[src/rtl/ps2_pkg.sv]
// Shared PS/2 definitions: transmitter state encoding, frame edge indices and default timing.
package ps2_pkg;

    typedef enum logic [2:0] {
        StIdle,
        StInhibit,
        StReq,
        StSend,
        StAck,
        StWait
    } ps2_tx_state_t;

    // Falling-edge indices within a host-to-device frame (edges 1..8 carry data bits)
    localparam int unsigned PARITY_EDGE = 9;
    localparam int unsigned STOP_EDGE   = 10;

    localparam int unsigned PS2_CLK_HZ         = 200_000_000;
    localparam int unsigned PS2_INHIBIT_CYCLES = 20_000;
    localparam int unsigned PS2_REQ_CYCLES     = 200;
    localparam int unsigned PS2_FILTER_LEN     = 8;
    localparam int unsigned PS2_TIMEOUT_CYCLES = 3_000_000;

    function automatic logic odd_parity(input logic [7:0] d);
        return ~^d;
    endfunction

endpackage

[src/rtl/ps2_line_sync.sv]
// One PS/2 line: 2-flop synchronizer, FILTER_LEN-sample glitch filter, registered falling-edge pulse.
module ps2_line_sync
    import ps2_pkg::*;
#(
    parameter int unsigned FILTER_LEN = PS2_FILTER_LEN
) (
    input  logic clk200m,
    input  logic rst,
    input  logic pin,
    output logic level,
    output logic fall
);

    localparam int unsigned CNT_W = (FILTER_LEN > 1) ? $clog2(FILTER_LEN) : 1;

    logic             sync1_q, sync2_q;
    logic             level_q, level_d;
    logic             fall_q;
    logic [CNT_W-1:0] cnt_q, cnt_d;

    // Counts consecutive synchronized samples that disagree with the accepted level
    always_comb begin
        level_d = level_q;
        cnt_d   = '0;
        if (sync2_q != level_q) begin
            if (cnt_q == CNT_W'(FILTER_LEN - 1)) begin
                level_d = sync2_q;
            end else begin
                cnt_d = cnt_q + 1'b1;
            end
        end
    end

    always_ff @(posedge clk200m or posedge rst) begin
        if (rst) begin
            sync1_q <= 1'b1;
            sync2_q <= 1'b1;
            level_q <= 1'b1;
            cnt_q   <= '0;
            fall_q  <= 1'b0;
        end else begin
            sync1_q <= pin;
            sync2_q <= sync1_q;
            level_q <= level_d;
            cnt_q   <= cnt_d;
            fall_q  <= level_q & ~level_d;
        end
    end

    assign level = level_q;
    assign fall  = fall_q;

endmodule

[src/rtl/ps2_host_tx.sv]
// PS/2 host-to-device command transmitter (open-drain clock/data enables).
// Optional transfer watchdog built when PS2_HOST_TX_TIMEOUT_EN is defined.
module ps2_host_tx
    import ps2_pkg::*;
#(
    parameter int unsigned CLK_HZ         = PS2_CLK_HZ,
    parameter int unsigned INHIBIT_CYCLES = PS2_INHIBIT_CYCLES,
    parameter int unsigned REQ_CYCLES     = PS2_REQ_CYCLES,
    parameter int unsigned FILTER_LEN     = PS2_FILTER_LEN,
    parameter int unsigned TIMEOUT_CYCLES = PS2_TIMEOUT_CYCLES
) (
    input  logic       clk200m,
    input  logic       rst,
    input  logic [7:0] tx_data,
    input  logic       tx_valid,
    output logic       tx_ready,
    input  logic       ps2_clk_in,
    input  logic       ps2_data_in,
    output logic       ps2_clk_oe,
    output logic       ps2_data_oe,
    output logic       rx_inhibit,
    output logic       done,
    output logic       err
);

    localparam int unsigned PHASE_MAX = (INHIBIT_CYCLES > REQ_CYCLES) ? INHIBIT_CYCLES : REQ_CYCLES;
    localparam int unsigned PHASE_W   = $clog2(PHASE_MAX + 1);
    localparam int unsigned unused_clk_hz = CLK_HZ;

    ps2_tx_state_t    state_q, state_d;
    logic [PHASE_W-1:0] phase_q, phase_d;
    logic [3:0]       edge_q, edge_d, edge_next;
    logic [7:0]       byte_q, byte_d;
    logic             par_q, par_d;
    logic             nack_q, nack_d;
    logic             clk_oe_q, clk_oe_d;
    logic             data_oe_q, data_oe_d;
    logic             ready_q, ready_d;
    logic             inhibit_q, inhibit_d;
    logic             done_q, done_d;
    logic             err_q, err_d;
    logic             clk_level, clk_fall;
    logic             data_level, data_fall_unused;
    logic             timeout;

    ps2_line_sync #(
        .FILTER_LEN (FILTER_LEN)
    ) u_clk_sync (
        .clk200m (clk200m),
        .rst     (rst),
        .pin     (ps2_clk_in),
        .level   (clk_level),
        .fall    (clk_fall)
    );

    ps2_line_sync #(
        .FILTER_LEN (FILTER_LEN)
    ) u_data_sync (
        .clk200m (clk200m),
        .rst     (rst),
        .pin     (ps2_data_in),
        .level   (data_level),
        .fall    (data_fall_unused)
    );

`ifdef PS2_HOST_TX_TIMEOUT_EN
    localparam int unsigned WD_W = $clog2(TIMEOUT_CYCLES + 1);

    logic [WD_W-1:0] wd_q, wd_d;
    logic            wd_run;

    // Runs from clock release until the block returns to idle
    assign wd_run  = state_q inside {StSend, StAck, StWait};
    assign wd_d    = wd_run ? wd_q + 1'b1 : '0;
    assign timeout = wd_run && (wd_q == WD_W'(TIMEOUT_CYCLES - 1));

    always_ff @(posedge clk200m or posedge rst) begin
        if (rst) begin
            wd_q <= '0;
        end else begin
            wd_q <= wd_d;
        end
    end
`else
    localparam int unsigned unused_timeout_cycles = TIMEOUT_CYCLES;
    assign timeout = 1'b0;
`endif

    assign edge_next = edge_q + 4'd1;

    always_comb begin
        state_d   = state_q;
        phase_d   = phase_q;
        edge_d    = edge_q;
        byte_d    = byte_q;
        par_d     = par_q;
        nack_d    = nack_q;
        clk_oe_d  = clk_oe_q;
        data_oe_d = data_oe_q;
        done_d    = 1'b0;
        err_d     = 1'b0;

        unique case (state_q)
            StIdle: begin
                if (tx_valid && ready_q) begin
                    byte_d    = tx_data;
                    par_d     = odd_parity(tx_data);
                    nack_d    = 1'b0;
                    phase_d   = '0;
                    clk_oe_d  = 1'b1;
                    data_oe_d = 1'b0;
                    state_d   = StInhibit;
                end
            end
            StInhibit: begin
                if (phase_q == PHASE_W'(INHIBIT_CYCLES - 1)) begin
                    phase_d   = '0;
                    data_oe_d = 1'b1;
                    state_d   = StReq;
                end else begin
                    phase_d = phase_q + 1'b1;
                end
            end
            StReq: begin
                if (phase_q == PHASE_W'(REQ_CYCLES - 1)) begin
                    phase_d  = '0;
                    clk_oe_d = 1'b0;
                    edge_d   = '0;
                    state_d  = StSend;
                end else begin
                    phase_d = phase_q + 1'b1;
                end
            end
            StSend: begin
                if (clk_fall) begin
                    edge_d = edge_next;
                    if (edge_next == 4'(STOP_EDGE)) begin
                        data_oe_d = 1'b0;
                        state_d   = StAck;
                    end else if (edge_next == 4'(PARITY_EDGE)) begin
                        data_oe_d = ~par_q;
                    end else begin
                        data_oe_d = ~byte_q[edge_q[2:0]];
                    end
                end
            end
            StAck: begin
                if (clk_fall) begin
                    nack_d  = data_level;
                    state_d = StWait;
                end
            end
            StWait: begin
                if (clk_level && data_level) begin
                    done_d  = 1'b1;
                    err_d   = nack_q;
                    state_d = StIdle;
                end
            end
            default: state_d = StIdle;
        endcase

        // Watchdog overrides any edge seen in the same cycle
        if (timeout) begin
            clk_oe_d  = 1'b0;
            data_oe_d = 1'b0;
            done_d    = 1'b1;
            err_d     = 1'b1;
            state_d   = StIdle;
        end

        ready_d   = (state_d == StIdle) && !done_d;
        inhibit_d = (state_d != StIdle);
    end

    always_ff @(posedge clk200m or posedge rst) begin
        if (rst) begin
            state_q   <= StIdle;
            phase_q   <= '0;
            edge_q    <= '0;
            byte_q    <= '0;
            par_q     <= 1'b0;
            nack_q    <= 1'b0;
            clk_oe_q  <= 1'b0;
            data_oe_q <= 1'b0;
            ready_q   <= 1'b1;
            inhibit_q <= 1'b0;
            done_q    <= 1'b0;
            err_q     <= 1'b0;
        end else begin
            state_q   <= state_d;
            phase_q   <= phase_d;
            edge_q    <= edge_d;
            byte_q    <= byte_d;
            par_q     <= par_d;
            nack_q    <= nack_d;
            clk_oe_q  <= clk_oe_d;
            data_oe_q <= data_oe_d;
            ready_q   <= ready_d;
            inhibit_q <= inhibit_d;
            done_q    <= done_d;
            err_q     <= err_d;
        end
    end

    assign tx_ready    = ready_q;
    assign ps2_clk_oe  = clk_oe_q;
    assign ps2_data_oe = data_oe_q;
    assign rx_inhibit  = inhibit_q;
    assign done        = done_q;
    assign err         = err_q;

endmodule

[config.mk]
export PLATFORM = sky130hd
export DESIGN_NAME = ps2_host_tx
export DESIGN_NICKNAME = d
export VERILOG_FILES = /design/src/rtl/ps2_pkg.sv /design/src/rtl/ps2_line_sync.sv /design/src/rtl/ps2_host_tx.sv
export SDC_FILE = /design/constraint.sdc
export NUM_CORES = 1
export LEC_CHECK = 0
export BUFFER_PORTS_ARGS = -buffer_cell sky130_fd_sc_hd__buf_2
export CORE_MARGIN = 10
export CORE_UTILIZATION = 40
export CTS_BUF_LIST = sky130_fd_sc_hd__clkbuf_2
export DETAILED_ROUTE_END_ITERATION = 8
export RECOVER_POWER = 100
export SYNTH_ARGS = -nofsm -noshare
export SYNTH_HDL_FRONTEND = slang
export SYNTH_SLANG_ARGS = --single-unit
[constraint.sdc]
create_clock -name clk200m -period 3.1 [get_ports clk200m]
set_clock_uncertainty 0.05 [all_clocks]
set_input_delay 0.775 -clock clk200m [delete_from_list [all_inputs] [get_ports clk200m]]
set_output_delay 0.775 -clock clk200m [all_outputs]
set_load 0.005 [all_outputs]
==> results by group, run 1 <==
Clocking
  – CTS resizes: 0
  – TritonCTS clock tree: done
  – CTS Sinks: 51
  – H-tree Lvls: 2
  – Post-CTS Setup Bufs: 0
  – Clk buf depth: 2
  – Clock slew at reported path FFs: 0.28 ns
  – Root Buffer: clkbuf_2
  – Worst-Skew Late Latency: 0.45 ns
  – Hold_buf cts: 0
  – Num CTS Buffers: 5

Hold path
  – Startpoint of the worst hold path: ps2_clk_in
  – Min-delay worst type: in -> reg
  – Hold path depth: 1

Worst setup path
  – Critical path launch point type: flip-flop
  – R2R Path Start: phase_q[5]$_DFFE_PP0P_
  – Worst path bufs/invs: 0
  – Crit path to: phase_q[9]$_DFFE_PP0P_
  – Reg-to-reg endpoint: phase_q[9]$_DFFE_PP0P_
  – Reg2reg setup slack: 0.59 ns
  – CP max stage cell: or4_1
  – R2R cell count: 5
  – CP cell instances: or4_1 -> nor4_4 -> o21ai_2 -> a21o_1 -> a22o_1
  – Delay-heaviest family, CP: simple AND/OR/NAND/NOR gates
  – Crit Path Max Fanout: 21
  – Critical Path Sink Type: flip-flop
  – Max incr delay on CP: 0.65 ns
  – Critical path data arrival time: 2.83 ns
  – Levels on crit path: 5
  – Critical path class: reg -> reg
  – Worst setup startpoint: phase_q[5]$_DFFE_PP0P_
  – CP required: 3.42 ns

Timing
  – Slew Limit Fails: 0
  – Count of final setup violators: 0
  – Min Tclk post-route: 2.51 ns
  – Endpoints failing hold: 0
  – Worst slew margin: 19.1%
  – Peak Freq: 0.398 GHz
  – RSZ-0062 raised after global routing: no
  – Period utilisation layout: 81.0%
  – Worst-margin pin slew: 1.21 ns
  – Hold WS: 0.323 ns
  – Worst setup margin: 0.590 ns
  – Setup TNS: 0 ns

Place
  – Dpl ws: 0.666 ns
  – RePlAce Congestion: 0.811
  – HPWL reported at the end of detailed placement: 3680 microns
  – I/O Buffers: 18
  – Dpl cells: 341

Drt
  – Avg WL per Cell: 14.4 microns
  – Drt pass-1 iters: 4
  – Via density: 5.45
  – Final WL: 5040 microns
  – Initial DRC Count: 97
  – Post-DRT Antenna Nets: 0
  – Vias: 1,902
  – DRC: 0

Global routing
  – Vias in the first global route: 2,011
  – Initial antenna violation count: 0
  – GRT overflow: 0
  – GRT Resource Usage Total: 10.8%
  – Largest net degree at the start of global routing: 52
  – First-pass GRT wire length: 9200 microns

Synthesis
  – Sequential fraction of the synthesis area: 48.9%
  – Post-synth cell types: 44
  – Async set or reset register ratio after synthesis: 100%
  – Syn. warnings: 0
  – Synth Register Bits: 51
  – Syn_nets: 271
  – Number of synthesized flops with an enable pin: 0
  – Post-Syn Instances: 250
  – Most common flop cell mapped by yosys: dfrtp_1
  – Post-Syn Area: 2630 sq um
  – Syn avg cell area: 10.5 sq um

Layout
  – Ratio of cells with drive above 1 in the final layout: 17.3%
  – Area grow syn2layout: 8.09%
  – Inserted Diodes: 0
  – Commonest non-fill, non-tap cell in the layout: dfrtp_1
  – Finished Layout Cells: 349
  – Most frequent cells in the layout: dfrtp_1, nand2_1, nor2_1, a21oi_1, buf_2
  – Post-layout nets: 292

Die
  – I/O pin cnt: 19
  – Die H: 101 microns
  – Core ar.: 6350 sq um
  – # rows: 29
  – Initial Util: 41.4%
  – Die area: 10,200 sq um
  – DIE WIDTH: 101 microns

Power
  – Internal Pwr Total: 0.000846 W
  – Power share of the combinational group: 9.6%
  – Part of the power in registers: 64.6%
  – Leak: 1.24 nW
  – PwrDens: 408 nW/um^2
  – Net Sw Frac: 27.1%
  – Power consumption: 0.00116 W
  – Clock power share: 25.7%
  – Peak VDD IR: 0.273 mV
  – Net Switching: 0.000314 W

Outcome
  – Outcome: completed

Flow run
  – Maximum Capacitance Violations: 0
## through the flow
step | util (%) | instance area (sq um)
global placement | 44.2 | 2810
detailed placement | 44.2 | 2810
global route | 44.7 | 2840
CTS | 45.0 | 2860
floorplan | - | 2630
finish | 44.7 | 2840
## cell usage after synthesis (all sizes together) (2+ instances only)
master  number  area (sq um)
dfrtp       44          1100
nand2       22          82.6
a21oi       15          75.1
nor2        15          56.3
a31oi       12          75.1
o21ai       12          63.8
mux2        11           124
xnor2       11          96.3
inv         10          37.5
nand3       10          50.1
a22o         8          70.1
ha           8           100
and2         7          43.8
dfstp        7           184
clkbuf       6          22.5
nor2b        6          37.5
nand4        4          25.0
nor3         4          20.0
nor3b        4          30.0
and3         3          18.8
a21o         2          15.0
a221o        2          20.0
and3b        2          17.5
and4         2          17.5
buf          2          16.3
mux4         2          45.0
nor4         2          27.5
o211ai       2          15.0
o31ai        2          15.0
or4          2          18.8
or4bb        2          22.5
## how the worst min path moves through the flow
stage                                          endpoint  slack [ns]
after CTS                 u_data_sync.sync1_q$_DFF_PP1_        0.29
after floorplan            u_clk_sync.sync2_q$_DFF_PP1_        0.30
after global routing       u_clk_sync.sync1_q$_DFF_PP1_        0.25
after detailed placement   u_clk_sync.sync2_q$_DFF_PP1_        0.30
final                      u_clk_sync.sync1_q$_DFF_PP1_        0.32
after global placement    u_data_sync.sync2_q$_DFF_PP1_        0.30
## layer usage
| layer | track usage, % | vias up | share of wire (%) |
|---|---|---|---|
| li1 | - | 949 | - |
| met1 | 14.2 | 920 | 48 |
| met2 | 16.8 | 29 | 47 |
| met3 | 3.02 | 4 | 4.1 |
| met4 | 3.22 | 0 | 1.3 |
| met5 | 0 | - | 0 |
## final cells by class
type	instances	area [sq um]
Clock buffer	5	25.0
Clock inverter	3	26.3
Fill cell	619	3510
Inverter	10	37.5
Multi-Input combinational cell	181	1260
Sequential cell	51	1280
Tap cell	77	96.3
Timing Repair Buffer	22	108
## cells by family after synthesis
kind of cell | share of synthesized area, %
adder cells (fa/ha/maj) | 3.81
XOR/XNOR | 4.00
multiplexers | 6.81
flip-flops | 48.9
AND/OR/NAND/NOR | 18.0
AO/OA/AOI/OAI | 15.6
buffers and inverters | 2.90
## power groups by stage
stage,Clock [W],Combinational (W),Sequential [W]
global placement,0,0.000113,0.000761
CTS,0.000322,0.000117,0.000752
global route,0.000345,0.000134,0.000759
finish,0.000298,0.000112,0.000750
detailed placement,0,0.000116,0.000762
floorplan,0,0.0000884,0.000755
## state kept, by name (all words and copies together) (netlist names)
signal	count
edge_q	4
u_clk_sync.sync2_q	1
done	1
u_data_sync.level	1
byte_q	8
u_clk_sync.level	1
phase_q	15
u_clk_sync.fall	1
u_data_sync.cnt_q	3
err	1
par_q	1
u_data_sync.sync2_q	1
u_clk_sync.sync1_q	1
u_data_sync.sync1_q	1
nack_q	1
state_q	3
ps2_clk_oe	1
ps2_data_oe	1
rx_inhibit	1
u_clk_sync.cnt_q	3
tx_ready	1
Power figures use the tool's default switching activity.
==> run 2: changes to the inputs <==
--- a/config.mk
+++ b/config.mk
@@ -5,6 +5,7 @@
 export SDC_FILE = /design/constraint.sdc
 export NUM_CORES = 1
 export LEC_CHECK = 0
+export ABC_AREA = 1
 export BUFFER_PORTS_ARGS = -buffer_cell sky130_fd_sc_hd__buf_2
 export CORE_MARGIN = 10
 export CORE_UTILIZATION = 40
==> constraint.sdc (replaced) <==
create_clock -name clk200m -period 2.1 [get_ports clk200m]
set_clock_uncertainty 0.05 [all_clocks]
set_input_delay 0.525 -clock clk200m [delete_from_list [all_inputs] [get_ports clk200m]]
set_output_delay 0.525 -clock clk200m [all_outputs]
set_load 0.005 [all_outputs]
==> run 2 against run 1 <==
Compared with the run above:
- non-clock buffer count grew 1
- sequential cell count did not move
- sequential share of layout area down 2.3 points
- clock power is 40% higher
- register-to-register slack worse by 0.33 ns
- via count increased by 19%
- die area increased by 4.4%
- sequential power increased by 48%
- first-iteration DRC count grew 28%
- power increased by 48%
- combinational power rose by 60%
- largest power group unchanged
- highest routed layer unchanged
==> results by group, run 2 <==
Layout
  – Multi-input logic area: 1280 sq um (+1.3%)
  – Largest registers: phase_q (15), byte_q (8), edge_q (4)
  – Post-layout nets: 391 (+34%)
  – Ratio of cells with drive above 1 in the final layout: 12.4% (-4.9 points)
  – Fillers: 701 (+13%)
  – Most frequent cells in the layout: nand2_1, dfrtp_1, nor2_1, inv_1, nand3_1
  – Sequential cell area: 1280 sq um (unchanged)
  – Area grow syn2layout: 7.89%
  – Inserted Diodes: 0 (unchanged)
  – Biggest register: phase_q
  – Design Area, Final: 2990 sq um (+5.3%)
  – Commonest non-fill, non-tap cell in the layout: nand2_1
  – Max reg flops: 15 (unchanged)

Synthesis
  – Mux contribution to synthesized area: 0.406% (-6.4 points)
  – Cell taking the most area after synthesis: dfrtp_1
  – Post-Syn Area: 2770 sq um (+5.5%)
  – Synth top cells by count: nand2_1, dfrtp_1, nor2_1, inv_1, nand3_1
  – Synth Area in Compound Gates: 6.13% (-9.4 points)
  – Syn avg cell area: 8.06 sq um (-23%)
  – Largest family of logic cells by synthesized area: simple AND/OR/NAND/NOR gates
  – Adder-Cell Fraction of Synth Area: 3.61% (-0.20 points)
  – Number of synthesized flops with an enable pin: 0 (unchanged)
  – Synth area leaders: dfrtp_1, nand2_1, dfstp_2, nor2_1, inv_1
  – Most common cell in the netlist: nand2_1
  – Yosys top cell area share: 39.7% (-2.2 points)
  – Synth Register Bits: 51 (unchanged)
  – Most common flop cell mapped by yosys: dfrtp_1
  – Syn_nets: 365 (+35%)
  – Async set or reset register ratio after synthesis: 100% (unchanged)
  – Post-synth cell types: 33 (-25%)
  – Post-Syn Instances: 344 (+38%)
  – Syn. warnings: 0 (unchanged)
  – Xor and xnor fraction of the mapped netlist area: 5.05% (+1.1 points)
  – Sequential fraction of the synthesis area: 46.3% (-2.6 points)
  – Simple-gate area share of the yosys netlist: 31.5% (+13 points)

Clocking
  – Post-CTS Setup Bufs: 0 (unchanged)
  – Worst-Skew Late Latency: 0.44 ns (about the same)
  – TritonCTS clock tree: done
  – Hold_buf cts: 0 (unchanged)
  – Clock slew at reported path FFs: 0.27 ns (about the same)
  – CTS resizes: 0 (unchanged)
  – Clk buf depth: 2 (unchanged)
  – CTS Sinks: 51 (unchanged)
  – Root Buffer: clkbuf_2
  – H-tree Lvls: 2 (unchanged)
  – Num CTS Buffers: 5 (unchanged)

Drt
  – DRC: 0 (unchanged)
  – Post-DRT Antenna Nets: 0 (unchanged)
  – Drt pass-1 iters: 4 (unchanged)
  – Via density: 5.03 (-7.6%)
  – Vias: 2,270 (+19%)
  – Final WL: 5810 microns (+15%)
  – Avg WL per Cell: 12.9 microns (-11%)
  – Initial DRC Count: 124 (+28%)

Global routing
  – Vias in the first global route: 2,228 (+11%)
  – GRT Resource Usage Total: 12.0% (+1.2 points)
  – First-pass GRT wire length: 10,300 microns (+12%)
  – Met3 Track Usage GR: 2.46% (-0.56 points)
  – Met1 Usage GRT: 15.4% (+1.2 points)
  – Initial antenna violation count: 0 (unchanged)
  – GRT overflow: 0 (unchanged)
  – Met2 usage: 19.9% (+3.1 points)
  – Largest net degree at the start of global routing: 52 (unchanged)
  – GR peak layer: met2

Die
  – Die area: 10,700 sq um (+4.4%)
  – # rows: 30 (+3.4%)
  – Die H: 103 microns (+2.2%)
  – DIE WIDTH: 103 microns (+2.2%)
  – Initial Util: 41.1% (-0.34 points)
  – Core ar.: 6760 sq um (+6.4%)
  – I/O pin cnt: 19 (unchanged)

Outcome
  – Outcome: completed

Timing
  – RSZ-0062 raised after global routing: no
  – Slew Limit Fails: 0 (unchanged)
  – Peak Freq: 0.543 GHz (+36%)
  – Worst-margin pin slew: 1.26 ns (+0.0499 ns)
  – Min Tclk post-route: 1.84 ns (-0.669 ns)
  – Endpoints failing hold: 0 (unchanged)
  – Setup TNS: 0 ns (unchanged)
  – Worst slew margin: 15.8% (-3.3 points)
  – Period utilisation layout: 87.7% (+6.7 points)
  – Count of final setup violators: 0 (unchanged)

Power
  – Leak: 1.46 nW (+17%)
  – PwrDens: 572 nW/um^2 (+40%)
  – Peak VDD IR: 0.367 mV (+34%)

Worst setup path
  – Critical path class: reg -> reg
  – Critical path launch point type: flip-flop
  – Crit Path Max Fanout: 6 (-71%)
  – CP required: 2.46 ns (-0.96 ns)
  – Critical path data arrival time: 2.20 ns (-0.63 ns)
  – Critical Path Sink Type: flip-flop

Place
  – Post-DP Area: 2980 sq um (+6.0%)
  – HPWL reported at the end of detailed placement: 4390 microns (+19%)
  – I/O Buffers: 18 (unchanged)
  – RePlAce Congestion: 0.929 (+15%)

Hold path
  – Min-delay worst type: in -> reg

Flow run
  – Maximum Capacitance Violations: 0 (unchanged)
[run 2: power by group]
part	leakage, nW	internal (W)	switching (W)
clock network	0.0309	0.0000885	0.000330
logic	0.821	0.0000868	0.0000920
registers	0.607	0.00107	0.0000467
total	1.46	0.00124	0.000468
[run 2: worst paths after layout]
check / startpoint / to / slack, ns / depth (start not counted)
max: phase_q[0]$_DFFE_PP0P_ / tx_ready$_DFF_PP1_ / 0.26 / 11
min reg2reg: u_data_sync.sync1_q$_DFF_PP1_ / u_data_sync.sync2_q$_DFF_PP1_ / 0.33 / 0
max in group asynchronous: rst / phase_q[13]$_DFFE_PP0P_ / 0.32 / 4
min: ps2_data_in / u_data_sync.sync1_q$_DFF_PP1_ / 0.09 / 1
max reg2reg: phase_q[0]$_DFFE_PP0P_ / tx_ready$_DFF_PP1_ / 0.26 / 11
min in group asynchronous: rst / u_data_sync.cnt_q[2]$_DFF_PP0_ / 0.92 / 4
[run 2: per-stage QoR]
step | setup WS (ns) | instances | hold slack, ns | total power [W] | util (%)
after floorplan | 0.307 | 344 | 0.295 | 0.00127 | -
after global placement | 0.333 | 442 | 0.298 | 0.00132 | 44.0
after detailed placement | 0.316 | 442 | 0.302 | 0.00133 | 44.0
after CTS | 0.297 | 450 | 0.00574 | 0.00175 | 44.8
after global routing | 0.0498 | 451 | 0.0231 | 0.00182 | 44.3
final | 0.259 | 451 | 0.0858 | 0.00171 | 44.3
[run 2: kinds of logic after synthesis]
logic type | Yosys count
and+or+nand+nor | 194
buffers and inverters | 46
adders and majority gates | 8
AOI/OAI and AO/OA | 28
xor gates and xnor gates | 16
DFF | 51
muxes | 1
[run 2: final cells by class]
type | instances | share of cell area, %
tap | 80 | 3.34
timing repair buffer | 23 | 3.89
sequential | 51 | 42.9
inverter | 42 | 5.43
multi-input combinational | 247 | 42.8
clock buffer | 5 | 0.836
clock inverter | 3 | 0.794
[run 2: worst max-delay path: stages, from the launching register on]
cell	delay, ns
dfrtp_1	0.50
ha_1	0.23
nand2_1	0.10
inv_1	0.09
nand2_1	0.10
nor2_1	0.11
nand2_1	0.11
nand2_1	0.13
nand3_1	0.10
nor2_2	0.11
nand3_1	0.11
nor2_2	0.09
[run 2: layer usage]
metal | part of all wire (%) | routed length, microns | vias up
met3 | 3.0 | 173 | 11
met5 | 0 | 0 | -
met2 | 48 | 2790 | 43
met4 | 1.6 | 93 | 0
met1 | 47 | 2750 | 1060
li1 | - | - | 1156
